==> src/rtl/aline_capture_pkg.sv <==
// rtl/aline_capture_pkg.sv - shared types and constants for the A-line capture writer
package aline_capture_pkg;

    // Default memory geometry: 128000 32-bit words, 17-bit word address.
    localparam int DEPTH_WORDS = 128000;
    localparam int ADDR_W      = 17;

    // Byte-lane masks for a full sample pair and for a lone trailing sample.
    localparam logic [3:0] BE_FULL = 4'b1111;
    localparam logic [3:0] BE_LOW  = 4'b0011;

    typedef enum logic [1:0] {
        ST_IDLE,
        ST_ARMED,
        ST_CAPTURE,
        ST_FLUSH
    } state_t;

endpackage

==> src/rtl/sample_pair_packer.sv <==
// rtl/sample_pair_packer.sv - packs 16-bit samples into 32-bit write words
//
// Ports:
//   clk, reset     clock and synchronous active-high reset
//   accept         a sample is accepted into the current line this cycle
//   flush          emit the lone latched sample as a low-half-only word
//   sample_data    16-bit ADC sample
//   pair_odd       high when the low half is filled and the next sample completes a word
//   write          registered write strobe for the word on writedata
//   writedata      packed word; the first sample of a pair sits in [15:0]
//   byteenable     byte lanes valid in writedata
module sample_pair_packer
    import aline_capture_pkg::*;
(
    input  logic        clk,
    input  logic        reset,
    input  logic        accept,
    input  logic        flush,
    input  logic [15:0] sample_data,
    output logic        pair_odd,
    output logic        write,
    output logic [31:0] writedata,
    output logic [3:0]  byteenable
);

    logic [15:0] low_half;

    // Every line ends with the toggle cleared (odd-index write or flush), so a
    // new line always starts on an even sample without an explicit clear.
    always_ff @(posedge clk) begin
        if (reset) begin
            pair_odd   <= 1'b0;
            low_half   <= 16'h0;
            write      <= 1'b0;
            writedata  <= 32'h0;
            byteenable <= 4'h0;
        end else begin
            write <= 1'b0;
            if (flush) begin
                writedata  <= {16'h0, low_half};
                byteenable <= BE_LOW;
                write      <= 1'b1;
                pair_odd   <= 1'b0;
            end else if (accept) begin
                if (pair_odd) begin
                    writedata  <= {sample_data, low_half};
                    byteenable <= BE_FULL;
                    write      <= 1'b1;
                    pair_odd   <= 1'b0;
                end else begin
                    low_half <= sample_data;
                    pair_odd <= 1'b1;
                end
            end
        end
    end

endmodule

==> src/rtl/aline_capture_writer.sv <==
// rtl/aline_capture_writer.sv - per-trigger sample capture into wrapping on-chip RAM
//
// Ports:
//   clk, reset            clock and synchronous active-high reset
//   enable                level; allows arming and capturing lines
//   trig                  one-cycle sweep trigger
//   sample_valid/_data    16-bit ADC sample stream, no backpressure
//   address               word address of the current write
//   byteenable/writedata  packed write word and its lanes
//   chipselect/write      memory write strobe (identical)
//   clken                 constant 1
//   busy                  high while capturing or flushing a line
//   line_done             one-cycle pulse alongside the final write of a line
//   line_count            completed lines, wraps at 2^16
//   overrun               sticky; trigger seen while a line was in progress
module aline_capture_writer #(
    parameter int SAMPLES_PER_LINE = 1024,
    parameter int DEPTH_WORDS      = aline_capture_pkg::DEPTH_WORDS,
    parameter int ADDR_W           = aline_capture_pkg::ADDR_W
) (
    input  logic              clk,
    input  logic              reset,
    input  logic              enable,
    input  logic              trig,
    input  logic              sample_valid,
    input  logic [15:0]       sample_data,
    output logic [ADDR_W-1:0] address,
    output logic [3:0]        byteenable,
    output logic              chipselect,
    output logic              write,
    output logic [31:0]       writedata,
    output logic              clken,
    output logic              busy,
    output logic              line_done,
    output logic [15:0]       line_count,
    output logic              overrun
);

    localparam logic [15:0]       LAST_IDX  = 16'(SAMPLES_PER_LINE - 1);
    localparam logic              SPL_ODD   = 1'(SAMPLES_PER_LINE % 2);
    localparam logic [ADDR_W-1:0] LAST_ADDR = ADDR_W'(DEPTH_WORDS - 1);

    aline_capture_pkg::state_t state, state_next;

    logic [15:0]       sample_cnt;
    logic [ADDR_W-1:0] wr_addr;
    logic              accept;
    logic              last;
    logic              pair_odd;
    logic              write_next;
    logic              done_next;
    logic              pk_write;

    // A trigger in ARMED with a coincident valid sample makes that sample index 0.
    always_comb begin
        accept = sample_valid &&
                 ((state == aline_capture_pkg::ST_CAPTURE) ||
                  (state == aline_capture_pkg::ST_ARMED && trig));
        last   = accept && (sample_cnt == LAST_IDX);
    end

    always_comb begin
        state_next = state;
        case (state)
            aline_capture_pkg::ST_IDLE: begin
                if (enable)
                    state_next = aline_capture_pkg::ST_ARMED;
            end
            aline_capture_pkg::ST_ARMED: begin
                // last here is only possible with one sample per line (odd).
                if (trig)
                    state_next = last ? aline_capture_pkg::ST_FLUSH
                                      : aline_capture_pkg::ST_CAPTURE;
                else if (!enable)
                    state_next = aline_capture_pkg::ST_IDLE;
            end
            aline_capture_pkg::ST_CAPTURE: begin
                if (last) begin
                    if (SPL_ODD)
                        state_next = aline_capture_pkg::ST_FLUSH;
                    else
                        state_next = enable ? aline_capture_pkg::ST_ARMED
                                            : aline_capture_pkg::ST_IDLE;
                end
            end
            aline_capture_pkg::ST_FLUSH: begin
                state_next = enable ? aline_capture_pkg::ST_ARMED
                                    : aline_capture_pkg::ST_IDLE;
            end
            default: state_next = aline_capture_pkg::ST_IDLE;
        endcase
    end

    always_comb begin
        write_next = (accept && pair_odd) || (state == aline_capture_pkg::ST_FLUSH);
        done_next  = (state == aline_capture_pkg::ST_CAPTURE && last && !SPL_ODD) ||
                     (state == aline_capture_pkg::ST_FLUSH);
    end

    always_ff @(posedge clk) begin
        if (reset) begin
            state      <= aline_capture_pkg::ST_IDLE;
            sample_cnt <= 16'h0;
            wr_addr    <= '0;
            address    <= '0;
            busy       <= 1'b0;
            line_done  <= 1'b0;
            line_count <= 16'h0;
            overrun    <= 1'b0;
        end else begin
            state     <= state_next;
            busy      <= (state_next == aline_capture_pkg::ST_CAPTURE) ||
                         (state_next == aline_capture_pkg::ST_FLUSH);
            line_done <= done_next;
            if (done_next)
                line_count <= line_count + 16'd1;
            if (accept)
                sample_cnt <= last ? 16'h0 : sample_cnt + 16'd1;
            // wr_addr points at the next free word; address holds the word being written.
            if (write_next) begin
                address <= wr_addr;
                wr_addr <= (wr_addr == LAST_ADDR) ? '0 : wr_addr + ADDR_W'(1);
            end
            if (trig && (state == aline_capture_pkg::ST_CAPTURE ||
                         state == aline_capture_pkg::ST_FLUSH))
                overrun <= 1'b1;
        end
    end

    sample_pair_packer u_packer (
        .clk         (clk),
        .reset       (reset),
        .accept      (accept),
        .flush       (state == aline_capture_pkg::ST_FLUSH),
        .sample_data (sample_data),
        .pair_odd    (pair_odd),
        .write       (pk_write),
        .writedata   (writedata),
        .byteenable  (byteenable)
    );

    assign write      = pk_write;
    assign chipselect = pk_write;
    assign clken      = 1'b1;

endmodule

==> config.mk <==
export PLATFORM = sky130hd
export DESIGN_NAME = aline_capture_writer
export DESIGN_NICKNAME = d
export VERILOG_FILES = /design/src/rtl/aline_capture_pkg.sv /design/src/rtl/sample_pair_packer.sv /design/src/rtl/aline_capture_writer.sv
export SDC_FILE = /design/constraint.sdc
export NUM_CORES = 1
export LEC_CHECK = 0
export BUFFER_PORTS_ARGS = -buffer_cell sky130_fd_sc_hd__buf_4
export CORE_UTILIZATION = 57
export CTS_BUF_LIST = sky130_fd_sc_hd__clkbuf_2
export CTS_CLUSTER_SIZE = 12
export DETAILED_ROUTE_END_ITERATION = 10
export GPL_ROUTABILITY_DRIVEN = 0
export PLACE_DENSITY_LB_ADDON = 0.3
export SYNTH_ARGS = -nofsm -noshare
export SYNTH_HDL_FRONTEND = slang
export SYNTH_SLANG_ARGS = --single-unit
==> constraint.sdc <==
create_clock -name clk -period 2.5 [get_ports clk]
set_clock_uncertainty 0.05 [all_clocks]
set_input_delay 0.125 -clock clk [delete_from_list [all_inputs] [get_ports clk]]
set_output_delay 0.125 -clock clk [all_outputs]
set_load 0.02 [all_outputs]
# Word level (Yosys, flattened, before mapping)
# Index checks and enable logic that the tools add are counted.
dict set report totals {
  ff_bits 124
  in_bits 21
  out_inout_bits 75
}
dict set report op_classes {
  n_addsub 3
  n_eq_ne 7
  n_mux 19
  n_bitwise 2
  n_reduce_logical 18
}
# operator n
set op_table {}
lappend op_table {{$mux W16} 4}
lappend op_table {{$add A16 B1 Y16 const B} 2}
lappend op_table {{$add A17 B1 Y17 const B} 1}
lappend op_table {{$eq A17 B17 Y1 const B} 1}
lappend op_table {{$mux W17} 1}
lappend op_table {{$eq A16 B10 Y1 const B} 1}
lappend op_table {{$mux W2} 7}
lappend op_table {{$eq A2 B2 Y1 const B} 4}
lappend op_table {{$pmux W2 S4} 1}
lappend op_table {{$logic_and A1 B1 Y1} 6}
lappend op_table {{$mux W1} 6}
lappend op_table {{$logic_or A1 B1 Y1} 5}
lappend op_table {{$reduce_and A2 Y1} 2}
lappend op_table {{$reduce_bool A2 Y1} 2}
lappend op_table {{$reduce_and A3 Y1} 1}
lappend op_table {{$eq A2 B1 Y1 const B} 1}
lappend op_table {{$logic_not A2 Y1} 1}
lappend op_table {{$not A1 Y1} 2}
lappend op_table {{$reduce_or A2 Y1} 1}

# Depth between registers and ports, before layout
dict set report logic_depth {
  word_depth 10
  ltp_mapped 9
  ltp_nobuf 6
}

# Modules after synthesis
# From an unflattened synthesis, not the netlist that was laid out.
dict set report hier_totals {
  hier_cells 576
  hier_area_um2 5243.8
}
# module instances cells_per_inst area_each_um2
set by_module_without_submodules {}
lappend by_module_without_submodules {aline_capture_writer 1 365 3052.9}
lappend by_module_without_submodules {sample_pair_packer 1 211 2190.9}

# Least setup slack after synthesis
# Ideal clock, no wire load.
dict set report synth_path {
  path_type {register -> register}
  start {register sample_cnt[11]}
  end {register line_count[13]}
  setup_time_ns 0.070
  arrival_ns 2.099
  setup_slack_ns 0.280
  path_stages_with_launch 7
  n_path_buf 1
  synth_period_minus_slack_ns 2.220
  path_cell_list {dfxtp_1 -> or4_4 -> nor4_4 -> a41oi_2 -> buf_2 -> or4_1 -> a21oi_1}
}
dict set report synth_via {
  elab_chain_cells 4
}
# element line_no
set synth_rtl {}
lappend synth_rtl {{start: declaration} aline_capture_writer.sv:45} ;# logic [15:0] sample_cnt;
lappend synth_rtl {{start signal: assignment} aline_capture_writer.sv:118} ;# sample_cnt <= last ? 16'h0 : sample_cnt + 16'd1;
lappend synth_rtl {{$eq A16 B10 Y1} aline_capture_writer.sv:59} ;# last = accept && (sample_cnt == LAST_IDX);
lappend synth_rtl {{$logic_and A1 B1 Y1} aline_capture_writer.sv:59}
lappend synth_rtl {{$logic_and A1 B1 Y1} aline_capture_writer.sv:96} ;# done_next = (state == aline_capture_pkg::ST_CAPTURE && last && !SPL_ODD) ||
lappend synth_rtl {{$logic_or A1 B1 Y1} aline_capture_writer.sv:96}
lappend synth_rtl {{end signal: assignment} aline_capture_writer.sv:116} ;# line_count <= line_count + 16'd1;
lappend synth_rtl {{end: declaration} aline_capture_writer.sv:35} ;# output logic [15:0] line_count,
# Every way passes these cells.
# A chain may end at the register's enable or synchronous reset.

# Worst setup path after layout
dict set report layout_path {
  start {register sample_cnt[12]}
  end {register line_count[3]}
}
# The elaborated chain is that of the path after synthesis.

==> impl_metrics.tcl <==
set metrics [dict create \
    grt_max_degree 44 \
    wl_mm 11.4 \
    synth_edf_count 0 \
    leakagePower_nw 2.32 \
    min_to "u_packer.low_half[8]" \
    highest-signal-layer "met4" \
    synth_compound_area_frac 0.114 \
    synthDistinctLibCells 44 \
    fillCellCount 609 \
    async_flop_share 0 \
    fmax_ghz 0.422 \
    met3WireLength_um 719 \
    swShare 0.244 \
    grt_usage 0.260 \
    finalPower_mw 3.76 \
    syn_area_sq_um 4870 \
    endpoint_kind "register" \
    layout-drive-gt1-share 0.210 \
    synth_fp_nets 601 \
    cap_violations 0 \
    yosys-mux-area-fraction 0.0393 \
    maxSlewHeadroom 0.346 \
    synth_xor_area_frac 0.0521 \
    cts_tree "built" \
    first_iter_violations 231 \
    clock_path_buffers 2 \
    clk_pin_slew_ns 0.22 \
    worstPathRequired_ns 3.07 \
    p_sw_mw 0.917 \
    cts.sinks 123 \
    die_area_sq_um 8920 \
    final_cells 804 \
    final.setup.tns_ns 0 \
    globalRouteOverflowTotal 0 \
    area_delta_synth_final_pct 26.9 \
    viasPerCell 5.50 \
    syn-instance-count 577 \
    reg2reg_from "sample_cnt[12]" \
    wl_met2_mm 5.60 \
    synth_top_family_by_area "simple AND/OR/NAND/NOR gates" \
    drtPass1Iterations 5 \
    dp.cells 752 \
    rsz0062_at_grt "no" \
    grt_pass1_vias 4142 \
    final_nets 710 \
    wl_met1_mm 4.90 \
    ys_seq_area_frac 0.505 \
    start_kind "register" \
    cts_inserted_buffers 17 \
    portBuffers 94 \
    crit_path_cell_trace "or4_4 -> nor4_4 -> a41oi_2 -> buf_4 -> or3_1 -> a21oi_1" \
    p_comb_frac 0.048 \
    worstRegToRegCells 6 \
    mostFrequentLayoutCell "dfxtp_1" \
    seq_power_share 0.532 \
    min-delay-path-class "input port to register" \
    crit_fanout 13 \
    synthSimpleGateAreaFrac 0.241 \
    hold_depth 4 \
    finalSetupViolations 0 \
    r2r_slack_ns 0.13 \
    syn-mean-instance-area_sq_um 8.44 \
    insertion_delay_ns 0.67 \
    synthAdderAreaFrac 0.00770 \
    htreeDepth 4 \
    fin_crit_sh 0.947 \
    pwr-share-clk 0.420 \
    die_h_um 94.5 \
    hold_slack_ns 0.178 \
    ioPinCount 96 \
    worst_ep_arrival_time_ns 2.94 \
    dp_hpwl_mm 7.54 \
    post_cts_buffers 0 \
    drc_errors 0 \
    crit_family "simple AND/OR/NAND/NOR gates" \
    antenna_found_initial 0 \
    synth_ff_type "dfxtp_1" \
    yosys_warnings 0 \
    via_count 4418 \
    fp.dieW_um 94.5 \
    layout_common_cells "dfxtp_1 (123), nand2_1 (116), buf_4 (107)" \
    cp_slowest_cell "or4_4" \
    diodes 0 \
    start_util 0.590 \
    internal-power_mw 2.84 \
    root_buffer "clkbuf_2" \
    routedWlPerCell_um 14.2 \
    reg2reg_to "line_count[3]" \
    worstSetupStartpoint "sample_cnt[12]" \
    hold_violations 0 \
    ys_ff_latch 123 \
    powerDensity_nw_per_um2 608 \
    run_status "complete, no violations" \
    num_rows 33 \
    max_stage_delay_ns 0.53 \
    hp-start "sample_data[8]" \
    crit_buf_inv 1 \
    slew_violations 0 \
    worstMarginPinSlew_ns 0.980 \
    coreArea_sq_um 8260 \
    seqCellArea_sq_um 2460 \
    multiInputGateArea_sq_um 2230 \
    period_needed_ns 2.37 \
    grt_pass1_wl_mm 18.1 \
    ant_nets 0 \
    criticalPathCategory "register to register" \
    ir_drop_mv 0.492 \
]
[flip-flops by register name (all words and copies together) (netlist names)]
| name | flops |
|---|---|
| state | 2 |
| wr_addr | 17 |
| line_count | 16 |
| sample_cnt | 16 |
| overrun | 1 |
| u_packer.pair_odd | 1 |
| line_done | 1 |
| address | 17 |
| u_packer.byteenable | 2 |
| u_packer.writedata | 32 |
| u_packer.write | 1 |
| busy | 1 |
| u_packer.low_half | 16 |
[area by class of cell]
cell class,count,area share
clock buffer,17,0.0138
clock inverter,15,0.0383
inverter,10,0.00607
multi-input combinational,407,0.360
sequential,123,0.398
tap,105,0.0213
timing repair buffer,127,0.162
[worst register-to-register path: stages (launching register included)]
cell     delay, ns
dfxtp_1       0.38
or4_4         0.53
nor4_4        0.26
a41oi_2       0.33
buf_4         0.27
or3_1         0.34
a21oi_1       0.17
[logic make-up after synthesis]
group | Yosys count
simple gates | 257
flops | 123
compound gates | 98
buf+inv | 47
xor+xnor | 29
mux | 19
fa+ha+maj | 3
other cells | 1
[stage by stage]
stage,util,area (sq um),setup WS [ns]
2_1_floorplan,-,4870,0.280
3_3_place_gp,0.685,5650,0.235
3_5_place_dp,0.685,5650,0.138
4_1_cts,0.748,6180,0.109
5_1_grt,0.749,6180,0.0196
6_report,0.749,6180,0.132
[cell usage after synthesis, types with 8 or more instances]
master	number	area, sq um
mux2i_1	18	180
nand2_1	116	435
xnor2_1	24	210
nand3_1	15	75.1
o31ai_1	8	60.1
or4_1	8	60.1
nor2_1	64	240
clkbuf_1	26	97.6
nand4_1	10	62.6
a21oi_1	70	350
nor3_1	11	55.1
inv_1	10	37.5
dfxtp_1	123	2460
[how the worst max path moves through the flow]
stage / end / slack [ns] / depth (start not counted)
floorplan: line_count[13] / 0.28 / 6
global placement: line_count[7] / 0.24 / 6
detailed placement: line_count[3] / 0.14 / 6
CTS: line_count[14] / 0.11 / 6
global route: line_count[3] / 0.02 / 6
finish: line_count[3] / 0.13 / 6
[power by group through the flow]
stage / clock [mW] / sequential (mW) / combinational [mW]
2_1_floorplan: 0 / 2.04 / 0.0903
3_3_place_gp: 0 / 2.04 / 0.149
3_5_place_dp: 0 / 2.04 / 0.153
4_1_cts: 1.60 / 2.00 / 0.179
5_1_grt: 1.67 / 2.00 / 0.196
6_report: 1.58 / 2.00 / 0.181
[timing repair]
| action | in CTS | in global routing |
|---|---|---|
| hold endpoints to repair | 80 | 0 |
| hold buffers | 20 | 0 |
| gates resized for setup | 0 | 1 |
| setup endpoints to repair | 0 | 1 |
[per-layer routing]
layer	track usage	vias up
met5	0	-
met3	0.0765	22
li1	-	2185
met4	0.124	0
met1	0.310	2078
met2	0.430	133
Power figures use the tool's default switching activity.
